File: src/rtl/mips_muldiv.sv
// mips_muldiv: iterative HI/LO multiply/divide unit, one bit per cycle.
// Optional MULDIV_EARLY_TERM_EN ends multiplies once the multiplier is exhausted.
module mips_muldiv #(
    parameter int WIDTH = 32
) (
    input  logic             clk,
    input  logic             reset_n,
    input  logic             op_valid,
    input  logic [2:0]       op_code,
    input  logic [WIDTH-1:0] op_a,
    input  logic [WIDTH-1:0] op_b,
    output logic             busy,
    output logic             done,
    output logic [WIDTH-1:0] hi,
    output logic [WIDTH-1:0] lo
);
    localparam int CW = $clog2(WIDTH);
    typedef enum logic [1:0] {IDLE, RUN, FIN} state_t;
    state_t             r_state;
    logic [CW-1:0]      r_cnt;
    logic [2*WIDTH-1:0] r_acc, r_mcand;
    logic [WIDTH-1:0]   r_mplier, r_hi, r_lo;
    logic               r_busy, r_done, r_div, r_neg_q, r_neg_r;
    logic               w_sgn, w_md, w_last;
    logic [WIDTH-1:0]   w_abs_a, w_abs_b, w_mplier_nx, w_rem, w_quo;
    logic [WIDTH:0]     w_rem_sh, w_diff;
    logic [2*WIDTH-1:0] w_acc_nx, w_mcand_nx, w_prod;
    assign w_sgn   = op_code[0];
    assign w_md    = ~op_code[2];
    assign w_abs_a = (w_sgn && op_a[WIDTH-1]) ? -op_a : op_a;
    assign w_abs_b = (w_sgn && op_b[WIDTH-1]) ? -op_b : op_b;
    // Divide reuses the datapath: remainder in r_acc upper half, dividend/quotient in r_mplier, divisor in r_mcand.
    assign w_rem_sh    = {r_acc[2*WIDTH-1:WIDTH], r_mplier[WIDTH-1]};
    assign w_diff      = w_rem_sh - {1'b0, r_mcand[WIDTH-1:0]};
    assign w_mplier_nx = r_div ? {r_mplier[WIDTH-2:0], ~w_diff[WIDTH]} : r_mplier >> 1;
    assign w_acc_nx    = r_div ? {(w_diff[WIDTH] ? w_rem_sh[WIDTH-1:0] : w_diff[WIDTH-1:0]), r_acc[WIDTH-1:0]}
                               : r_acc + (r_mplier[0] ? r_mcand : '0);
    assign w_mcand_nx  = r_div ? r_mcand : r_mcand << 1;
`ifdef MULDIV_EARLY_TERM_EN
    assign w_last = (r_cnt == CW'(WIDTH - 1)) || (!r_div && w_mplier_nx == '0);
`else
    assign w_last = (r_cnt == CW'(WIDTH - 1));
`endif
    assign w_prod = r_neg_q ? -r_acc : r_acc;
    assign w_rem  = r_neg_r ? -r_acc[2*WIDTH-1:WIDTH] : r_acc[2*WIDTH-1:WIDTH];
    assign w_quo  = r_neg_q ? -r_mplier : r_mplier;
    always_ff @(posedge clk) begin
        if (!reset_n) begin
            r_state  <= IDLE;
            r_cnt    <= '0;
            r_acc    <= '0;
            r_mcand  <= '0;
            r_mplier <= '0;
            r_hi     <= '0;
            r_lo     <= '0;
            r_busy   <= 1'b0;
            r_done   <= 1'b0;
            r_div    <= 1'b0;
            r_neg_q  <= 1'b0;
            r_neg_r  <= 1'b0;
        end else begin
            r_done <= 1'b0;
            case (r_state)
                IDLE: if (op_valid) begin
                    if (w_md) begin
                        r_state  <= RUN;
                        r_busy   <= 1'b1;
                        r_cnt    <= '0;
                        r_acc    <= '0;
                        r_div    <= op_code[1];
                        r_mcand  <= {{WIDTH{1'b0}}, op_code[1] ? w_abs_b : w_abs_a};
                        r_mplier <= op_code[1] ? w_abs_a : w_abs_b;
                        r_neg_q  <= w_sgn & (op_a[WIDTH-1] ^ op_b[WIDTH-1]);
                        r_neg_r  <= w_sgn & op_a[WIDTH-1];
                    end else if (op_code == 3'b100) r_hi <= op_a;
                    else if (op_code == 3'b101) r_lo <= op_a;
                end
                RUN: begin
                    r_acc    <= w_acc_nx;
                    r_mcand  <= w_mcand_nx;
                    r_mplier <= w_mplier_nx;
                    r_cnt    <= r_cnt + 1'b1;
                    if (w_last) r_state <= FIN;
                end
                FIN: begin
                    {r_hi, r_lo} <= r_div ? {w_rem, w_quo} : w_prod;
                    r_done  <= 1'b1;
                    r_busy  <= 1'b0;
                    r_state <= IDLE;
                end
                default: r_state <= IDLE;
            endcase
        end
    end
    assign busy = r_busy;
    assign done = r_done;
    assign hi   = r_hi;
    assign lo   = r_lo;
endmodule

File: config.mk
export PLATFORM = sky130hd
export DESIGN_NAME = mips_muldiv
export DESIGN_NICKNAME = d
export VERILOG_FILES = /design/src/rtl/mips_muldiv.sv
export SDC_FILE = /design/constraint.sdc
export NUM_CORES = 1
export LEC_CHECK = 0
export BUFFER_PORTS_ARGS = -buffer_cell sky130_fd_sc_hd__clkbuf_2
export CORE_UTILIZATION = 45
export DETAILED_ROUTE_END_ITERATION = 7
export PLACE_DENSITY_LB_ADDON = 0.1
export SETUP_SLACK_MARGIN = 0.4
export SLEW_MARGIN = 0
export SYNTH_ARGS = -nofsm -noshare
export SYNTH_HDL_FRONTEND = slang
export SYNTH_SLANG_ARGS = --single-unit
File: constraint.sdc
create_clock -name clk -period 3.7 [get_ports clk]
set_clock_uncertainty 0.15 [all_clocks]
set_input_delay 0.37 -clock clk [delete_from_list [all_inputs] [get_ports clk]]
set_output_delay 0.37 -clock clk [all_outputs]
set_load 0.01 [all_outputs]
Yosys cells after proc, flatten, opt, wreduce, memory -nomap -nowiden
Index checks and enable logic that the tools add are counted.

word-level totals
  output and inout bits = 66
  register bits after elaboration = 236
  bits of input ports = 70
  word-level logic and storage cells = 93

operators by class
  reduce and logical (&&, ||, !) cells = 12
  equal/unequal tests = 13
  add/sub/neg operators = 8
  mux-type cells = 42
  bitwise operators = 5

operators with widths
  operator               number
  $mux W64               9
  $mux W32               17
  $pmux W64 S2           2
  $pmux W32 S2           3
  $neg A32 Y32           4
  $add A64 B64 Y64       1
  $neg A64 Y64           1
  $sub A33 B32 Y33       1
  $ne A2 B2 Y1 const B   8
  $reduce_and A3 Y1      4
  $mux W5                2
  $pmux W5 S2            1
  $reduce_and A4 Y1      2
  $eq A3 B3 Y1 const B   2
  $mux W2                3
  $add A5 B1 Y5 const B  1
  $eq A5 B5 Y1 const B   1
  $reduce_and A5 Y1      1
  $pmux W2 S2            1
  $reduce_bool A2 Y1     2
  $mux W1                3
  $and A1 B1 Y1          2
  $eq A2 B1 Y1 const B   1
  $eq A2 B2 Y1 const B   1
  5 further kinds        7

Logic depth before layout (Yosys ltp)
Gate-level depths: netlist of the first run.

  word-level depth = 6
  depth in mapped cells = 16

Worst setup path before layout of the first run
Ideal clock, no wire load.

  kind = reg-to-reg
  start = reg r_mplier[0]
  end = reg r_acc[58]
  buffers on the path = 3
  period minus slack after synthesis = 3.796 ns
  arrival time = 3.523 ns
  stages on the path, launching flop included = 17
  path slack = -0.096 ns
  cells stage by stage = dfxtp_1 -> clkbuf_1 -> inv_1 -> clkbuf_1 -> nor2_1 -> ha_1 -> clkbuf_1 -> nand2_1 -> or3_1 -> or2_2 -> o31ai_1 -> or3_1 -> a21oi_1 -> o21a_1 -> a311oi_2 -> mux2i_1 -> nand3_1

between the ends
  longest elaborated chain between the ends = 4

ends and longest elaborated chain
  element                 line  text
  from (decl)             22    logic [WIDTH-1:0] r_mplier, r_hi, r_lo;
  from (signal assigned)  72    r_mplier <= op_code[1] ? w_abs_a : w_abs_b;
  from (signal assigned)  81    r_mplier <= w_mplier_nx;
  $mux W64                37    : r_acc + (r_mplier[0] ? r_mcand : '0);
  $add A64 B64 Y64        37
  $mux W64                36    assign w_acc_nx = r_div ? {(w_diff[WIDTH] ? w_rem_sh[WIDTH-1:0] : w_diff[WIDTH-1:0]), r_acc[WIDTH-1:0]}
  $pmux W64 S2            63    case (r_state)
  to (signal assigned)    79    r_acc <= w_acc_nx;
  to (decl)               21    logic [2*WIDTH-1:0] r_acc, r_mcand;

No other way between the ends. The select of a mux whose other input is x is not followed.
A chain may end at the register's enable or synchronous reset.

Worst setup path in the final report of the first run
  start = reg r_mplier[0]
  end = reg r_acc[35]

Same word-level chain as after synthesis.

==> impl_results.md, run 1 <==
- Via count of the routed design: 23845
- Cts bufs inserted: 30
- Reg2Reg Setup Slack: 0.14 ns
- Startpoint types: flip-flop
- # setup viols final: 0
- CP Class: flip-flop to flip-flop
- Gate count after technology mapping: 2841
- CP endpoint kind: flip-flop
- Average size of a mapped cell: 7.312 sq um
- Clock Latency Late Sink: 0.60 ns
- Worst slack at placement: -0.1046 ns
- Seq/Total Area, Yosys: 0.2274
- Min Tclk post-route: 3.558 ns
- Max FO, Critical Path: 7
- Post-synth EDFFs: 0
- Cell area after synthesis: 20770 sq um
- Number of placed instances, taps included: 3563
- TNS Setup: 0 ns
- # IOs: 136
- Initial Util: 0.4568
- Fmax: 281.1 MHz
- CP required: 4.01 ns
- Final antenna-violating net count: 0
- Post-synth top area cell: dfxtp_1
- Post-Syn Nets: 3015
- CTS root buf: clkbuf_16
- Vias in the first global route: 21720
- Die area: 47030 sq um
- Net count, final: 3278
- WHS Endpoint: r_neg_q
- Clock sink count: 236
- Min-delay src: op_code[0]
- Critical R2R Capture: r_acc[35]
- Max VDD drop: 0.0003421 V
- CTS tree: yes
- Routed WL: 92530 um
- Synthesized flop and latch total: 236
- Grt total ovfl: 0
- R2R cell count: 15
- Leakage power: 10.99 nW
- WL per Instance: 24.83 um
- Die H: 216.9 um
- Vias/cell: 6.398
- First-pass GRT wire length: 135500 um
- Worst rel slew slack: 0.2805
- Clock Pin Slew Worst Setup and Hold Paths: 0.06 ns
- Share of cells above drive strength 1: 0.2616
- Max_cap viols: 0
- Post-synth top flop: dfxtp_1
- Clk buf depth: 3
- Worst flop-to-flop path startpoint: r_mplier[0]
- Final core occ: 0.5911
- Hold depth: 3
- Status: complete, but fails checks
- Final hold slack: 0.03400 ns
- Port bufs: 135
- Finished Cell Area: 26880 sq um
- Filler instances: 4238
- Synth-to-layout area growth: 29.40%
- Router iterations before antenna repair: 8
- Synth warn: 0
- Violated checks: design-rule violations
- Top post-synthesis cells by count: nor2_1 (345), a21oi_1 (260), nand2_1 (245), dfxtp_1 (236), o21ai_0 (174)
- Worst Hold Class: input port to flip-flop
- Total power: 7.804 mW
- Fin. max-slew vios: 0
- Initial DRC count: 2847
- Unrepaired setup endpoints after global routing: yes
- Top-area cell type share of the netlist area: 0.2274
- Number of distinct library cells after synthesis: 84
- Slew @ Worst Pin: 1.075 ns
- Largest cells by area after synthesis: dfxtp_1 (23%), a21oi_1 (6.3%), nor2_1 (6.2%), ha_1 (6.1%), mux2i_1 (4.8%)
- DRC Markers: 15
- Cell Rows: 78
- Pwr dens: 290.3 nW/um^2
- Largest net degree at the start of global routing: 133
- DIE WIDTH: 216.9 um
- Antenna Cells: 0
- Worst Path Arrival: 3.87 ns
- Hold Vio Cnt, Final: 0
- Placed inst area: 23040 sq um
- Post-DP HPWL: 69150 um
- Ys async rst share: 0
- Worst setup margin: 0.1421 ns
- Fin cells: 3727
- Routability cong.: 1.060
- H-tree Lvls: 1
- Total track usage: 0.3743
- Count leader, synth: nor2_1
- Initial antenna violation count: 1
- Final Cycle Share: 0.9616
- Core area: 45480 sq um
routing by layer:
metal,track usage,vias to the layer above,wire length (um)
met5,0,-,0
met4,0.1362,0,3791
met3,0.05744,188,8354
met2,0.5606,1188,39390
met1,0.5381,11463,41000
li1,-,11006,-
flip-flops by register name, indices dropped and copies added, names as in the netlist:
name      count
done          1
r_div         1
r_state       2
r_neg_q       1
r_mcand      64
r_mplier     32
r_acc        64
lo           32
r_neg_r       1
busy          1
hi           32
r_cnt         5
worst max path at each step:
stage	startpoint	to	slack [ns]	depth (start not counted)
after floorplan	r_acc[1]	hi[18]	0.37	11
after global placement	r_acc[15]	hi[30]	-0.10	11
after detailed placement	r_acc[15]	hi[30]	-0.10	11
after CTS	r_acc[1]	hi[26]	0.18	12
after global routing	r_mplier[0]	r_acc[63]	0.04	14
final	r_mplier[0]	r_acc[35]	0.14	15
worst max-delay path, cell delays in order, from the launching register on:
cell and delay (ns):
dfxtp_4 0.51, buf_6 0.16, inv_8 0.05, nor2_4 0.15
ha_4 0.19, nand4_1 0.20, a2111oi_4 0.41, nor3_2 0.08
buf_4 0.14, buf_4 0.12, a21oi_1 0.42, a21oi_1 0.18
xor2_1 0.27, nor2_1 0.08, a221oi_1 0.25, nor2_1 0.06
cells by family after synthesis:
kind of cell	synth area share
and+or+nand+nor	0.2191
AOI/OAI and AO/OA	0.2962
buffers and inverters	0.05065
DFF	0.2274
xor gates and xnor gates	0.08095
muxes	0.06234
adders and majority gates	0.06336
cell type report:
| cell class | instances | area (sq um) | area share |
|---|---|---|---|
| Sequential cell | 236 | 4752 | 0.1768 |
| Clock buffer | 42 | 857.1 | 0.03188 |
| Tap cell | 600 | 750.7 | 0.02793 |
| Inverter | 78 | 311.5 | 0.01159 |
| Multi-Input combinational cell | 2327 | 16850 | 0.6268 |
| Timing Repair inverter | 2 | 27.53 | 0.001024 |
| Timing Repair Buffer | 429 | 3173 | 0.1180 |
| Clock inverter | 13 | 160.2 | 0.005958 |
cell usage in the layout (no fill, tap or decap), drive strengths merged, types with 63 or more instances in the layout:
master / count
a211oi: 127
a21oi: 260
a22oi: 74
buf: 292
clkbuf: 179
dfxtp: 236
ha: 102
inv: 79
mux2i: 99
nand2: 246
nor2: 346
nor3: 63
o21ai: 174
xnor2: 109
xor2: 83
timing repair:
action	4_1_cts	5_1_grt
setup endpoints to repair	67	72
resized for setup	209	203
pin swaps	79	100
hold endpoints to repair	0	0
cloned	5	2
hold buffers	0	0
setup buffers	53	49
report_power, final:
part | switching (mW) | internal (mW) | leakage, nW
Combinational | 1.25 | 0.720 | 8.58
Clock | 1.26 | 1.82 | 0.491
Sequential | 0.119 | 2.64 | 1.92
Power figures use the tool's default switching activity.
==> run 2, diff against run 1 <==
==> constraint.sdc (replaced) <==
create_clock -name clk -period 3.7 [get_ports clk]
set_clock_uncertainty 0.15 [all_clocks]
set_input_delay 0.185 -clock clk [delete_from_list [all_inputs] [get_ports clk]]
set_output_delay 0.185 -clock clk [all_outputs]
set_load 0.01 [all_outputs]
==> impl_results.md, run 2 (same netlist as run 1, synthesis figures left out) <==
- Status: finished clean
- Min Tclk post-route: 3.502 ns (-0.05558 ns)
- CP max stage delay: 0.49 ns (-0.02 ns)
- Min-delay src: op_a[11]
- Clk buf depth: 3 (unchanged)
- # setup viols final: 0 (unchanged)
- Worst rel slew slack: 0.1624 (-0.1181)
- Reg2Reg Setup Slack: 0.20 ns (+0.06 ns)
- DIE WIDTH: 216.9 um (unchanged)
- Clock Latency Late Sink: 0.60 ns (about the same)
- Routed WL: 93170 um (+0.69%)
- Worst slack at placement: -0.2364 ns (-0.1319 ns)
- Filler instances: 4227 (-0.26%)
- WL per Instance: 24.82 um (about the same)
- Most frequent cells in the layout: nor2_1 (307), buf_4 (250), nand2_1 (231), a21oi_1 (224), dfxtp_1 (213)
- Router iterations before antenna repair: 6 (-2)
- Leakage power: 11.05 nW (+0.54%)
- Biggest regs: r_acc (64), r_mcand (64)
- Critical Path, Cell by Cell: buf_12 > inv_16 > nor2_4 > ha_4 > and2_4 > a221o_1 > a31o_2 > o21ai_2 > a2111o_1 > o21ai_2 > o221ai_2 > xor2_1 > buf_4 > mux2i_1 > o32ai_1
- Share of cells above drive strength 1: 0.2619 (+0.0002971)
- Max VDD drop: 0.0003276 V (-4.2%)
- Worst Path Arrival: 3.82 ns (-0.05 ns)
- Hold Vio Cnt, Final: 0 (unchanged)
- Post-DP HPWL: 68440 um (-1.0%)
- Max FO, Critical Path: 8 (+1)
- Cts bufs inserted: 30 (unchanged)
- Worst setup margin: 0.1977 ns (+0.05558 ns)
- CTS root buf: clkbuf_16
- Core area: 45480 sq um (unchanged)
- Net count, final: 3307 (+0.88%)
- CP Class: flip-flop to flip-flop
- Fin. max-slew vios: 0 (unchanged)
- Routability cong.: 0.9921 (-6.4%)
- First-pass GRT wire length: 135000 um (-0.38%)
- Final antenna-violating net count: 0 (unchanged)
- Pwr dens: 284.0 nW/um^2 (-2.2%)
- Total track usage: 0.3744 (about the same)
- Slowest library cell on the worst path: dfxtp_4
- CP dominant cell by count: o21ai_2
- Unrepaired setup endpoints after global routing: yes
- Antenna Cells: 0 (unchanged)
- Startpoint types: flip-flop
- Most common cell after layout, fill and taps aside: nor2_1
- # IOs: 136 (unchanged)
- Worst Hold Class: input port to flip-flop
- Finished Cell Area: 27190 sq um (+1.1%)
- Initial DRC count: 2682 (-5.8%)
- Final Cycle Share: 0.9466 (-0.01502)
- CTS tree: yes
- Clock Pin Slew Worst Setup and Hold Paths: 0.06 ns (about the same)
- Via count of the routed design: 24019 (+0.73%)
- Final hold slack: 0.004473 ns (-0.02953 ns)
- DRC Markers: 0 (-15)
- Initial antenna violation count: 0 (-1)
- Worst flop-to-flop path startpoint: r_mplier[0]
- CP endpoint kind: flip-flop
- Die area: 47030 sq um (unchanged)
- Vias in the first global route: 21394 (-1.5%)
- Grt total ovfl: 0 (unchanged)
- Crit path from: r_mplier[0]
- Fmax: 285.5 MHz (+1.6%)
- Synth-to-layout area growth: 30.88%
- Largest net degree at the start of global routing: 133 (unchanged)
- H-tree Lvls: 1 (unchanged)
- Initial Util: 0.4568 (unchanged)
- CP required: 4.02 ns (about the same)
- Max_cap viols: 0 (unchanged)
- Clock sink count: 236 (unchanged)
- Port bufs: 135 (unchanged)
- Cell Rows: 78 (unchanged)
- Vias/cell: 6.398 (about the same)
- Slew @ Worst Pin: 1.252 ns (+0.1765 ns)
- Die H: 216.9 um (unchanged)
- Placed inst area: 23150 sq um (+0.47%)
-- run 2: worst paths after layout --
check	depth (start not counted)	to
max	15	r_acc[63]
min	4	lo[11]
max reg2reg	15	r_acc[63]
min reg2reg	1	r_cnt[3]
-- run 2: cell type report --
type	instances	area (sq um)	share of cell area
sequential	236	4766	0.1753
clock inverter	11	96.34	0.003543
timing repair inverter	3	37.54	0.001381
multi-input combinational	2327	16940	0.6230
clock buffer	42	847.1	0.03116
tap	600	750.7	0.02761
inverter	78	320.3	0.01178
timing repair buffer	457	3432	0.1262
-- run 2: routing by layer --
metal | wire length (um) | GRT usage | part of all wire
met1 | 40610 | 0.5342 | 0.44
met2 | 39420 | 0.5619 | 0.42
met3 | 8564 | 0.05143 | 0.092
met4 | 4579 | 0.1549 | 0.049
met5 | 0 | 0 | 0
-- run 2: where the power goes --
| part | internal (mW) | leakage, nW | total [mW] | switching, mW |
|---|---|---|---|---|
| combinational | 0.777 | 8.67 | 2.06 | 1.28 |
| clock | 1.65 | 0.448 | 2.90 | 1.25 |
| sequential | 2.64 | 1.93 | 2.76 | 0.123 |
| total | 5.07 | 11.1 | 7.72 | 2.65 |
-- run 2: timing repair --
action | 4_1_cts | 5_1_grt
setup buffers | 32 | 43
cloned | 5 | 3
resized for setup | 175 | 266
endpoints found under the hold margin | 63 | 0
setup endpoints to repair | 60 | 75
hold buffers | 44 | 0
pin swaps | 62 | 121
-- run 2: per-stage QoR --
stage            util  TNS (ns)  total power [mW]  instances
2_1_floorplan       -         0             3.840       2841
3_3_place_gp   0.5090   -0.1963             4.507       3574
3_5_place_dp   0.5090   -0.3808             4.510       3574
4_1_cts        0.5646         0             7.559       3708
5_1_grt        0.5978         0             7.973       3754
6_report       0.5978         0             7.722       3754
-- run 2: critical path, delay by kind of cell (launching register included) --
family	cells	cell delay (ns)
AO/OA/AOI/OAI	7	1.48
flip-flops	1	0.49
buffers and inverters	3	0.40
AND/OR/NAND/NOR	2	0.26
adder cells (fa/ha/maj)	1	0.22
XOR/XNOR	1	0.19
multiplexers	1	0.18
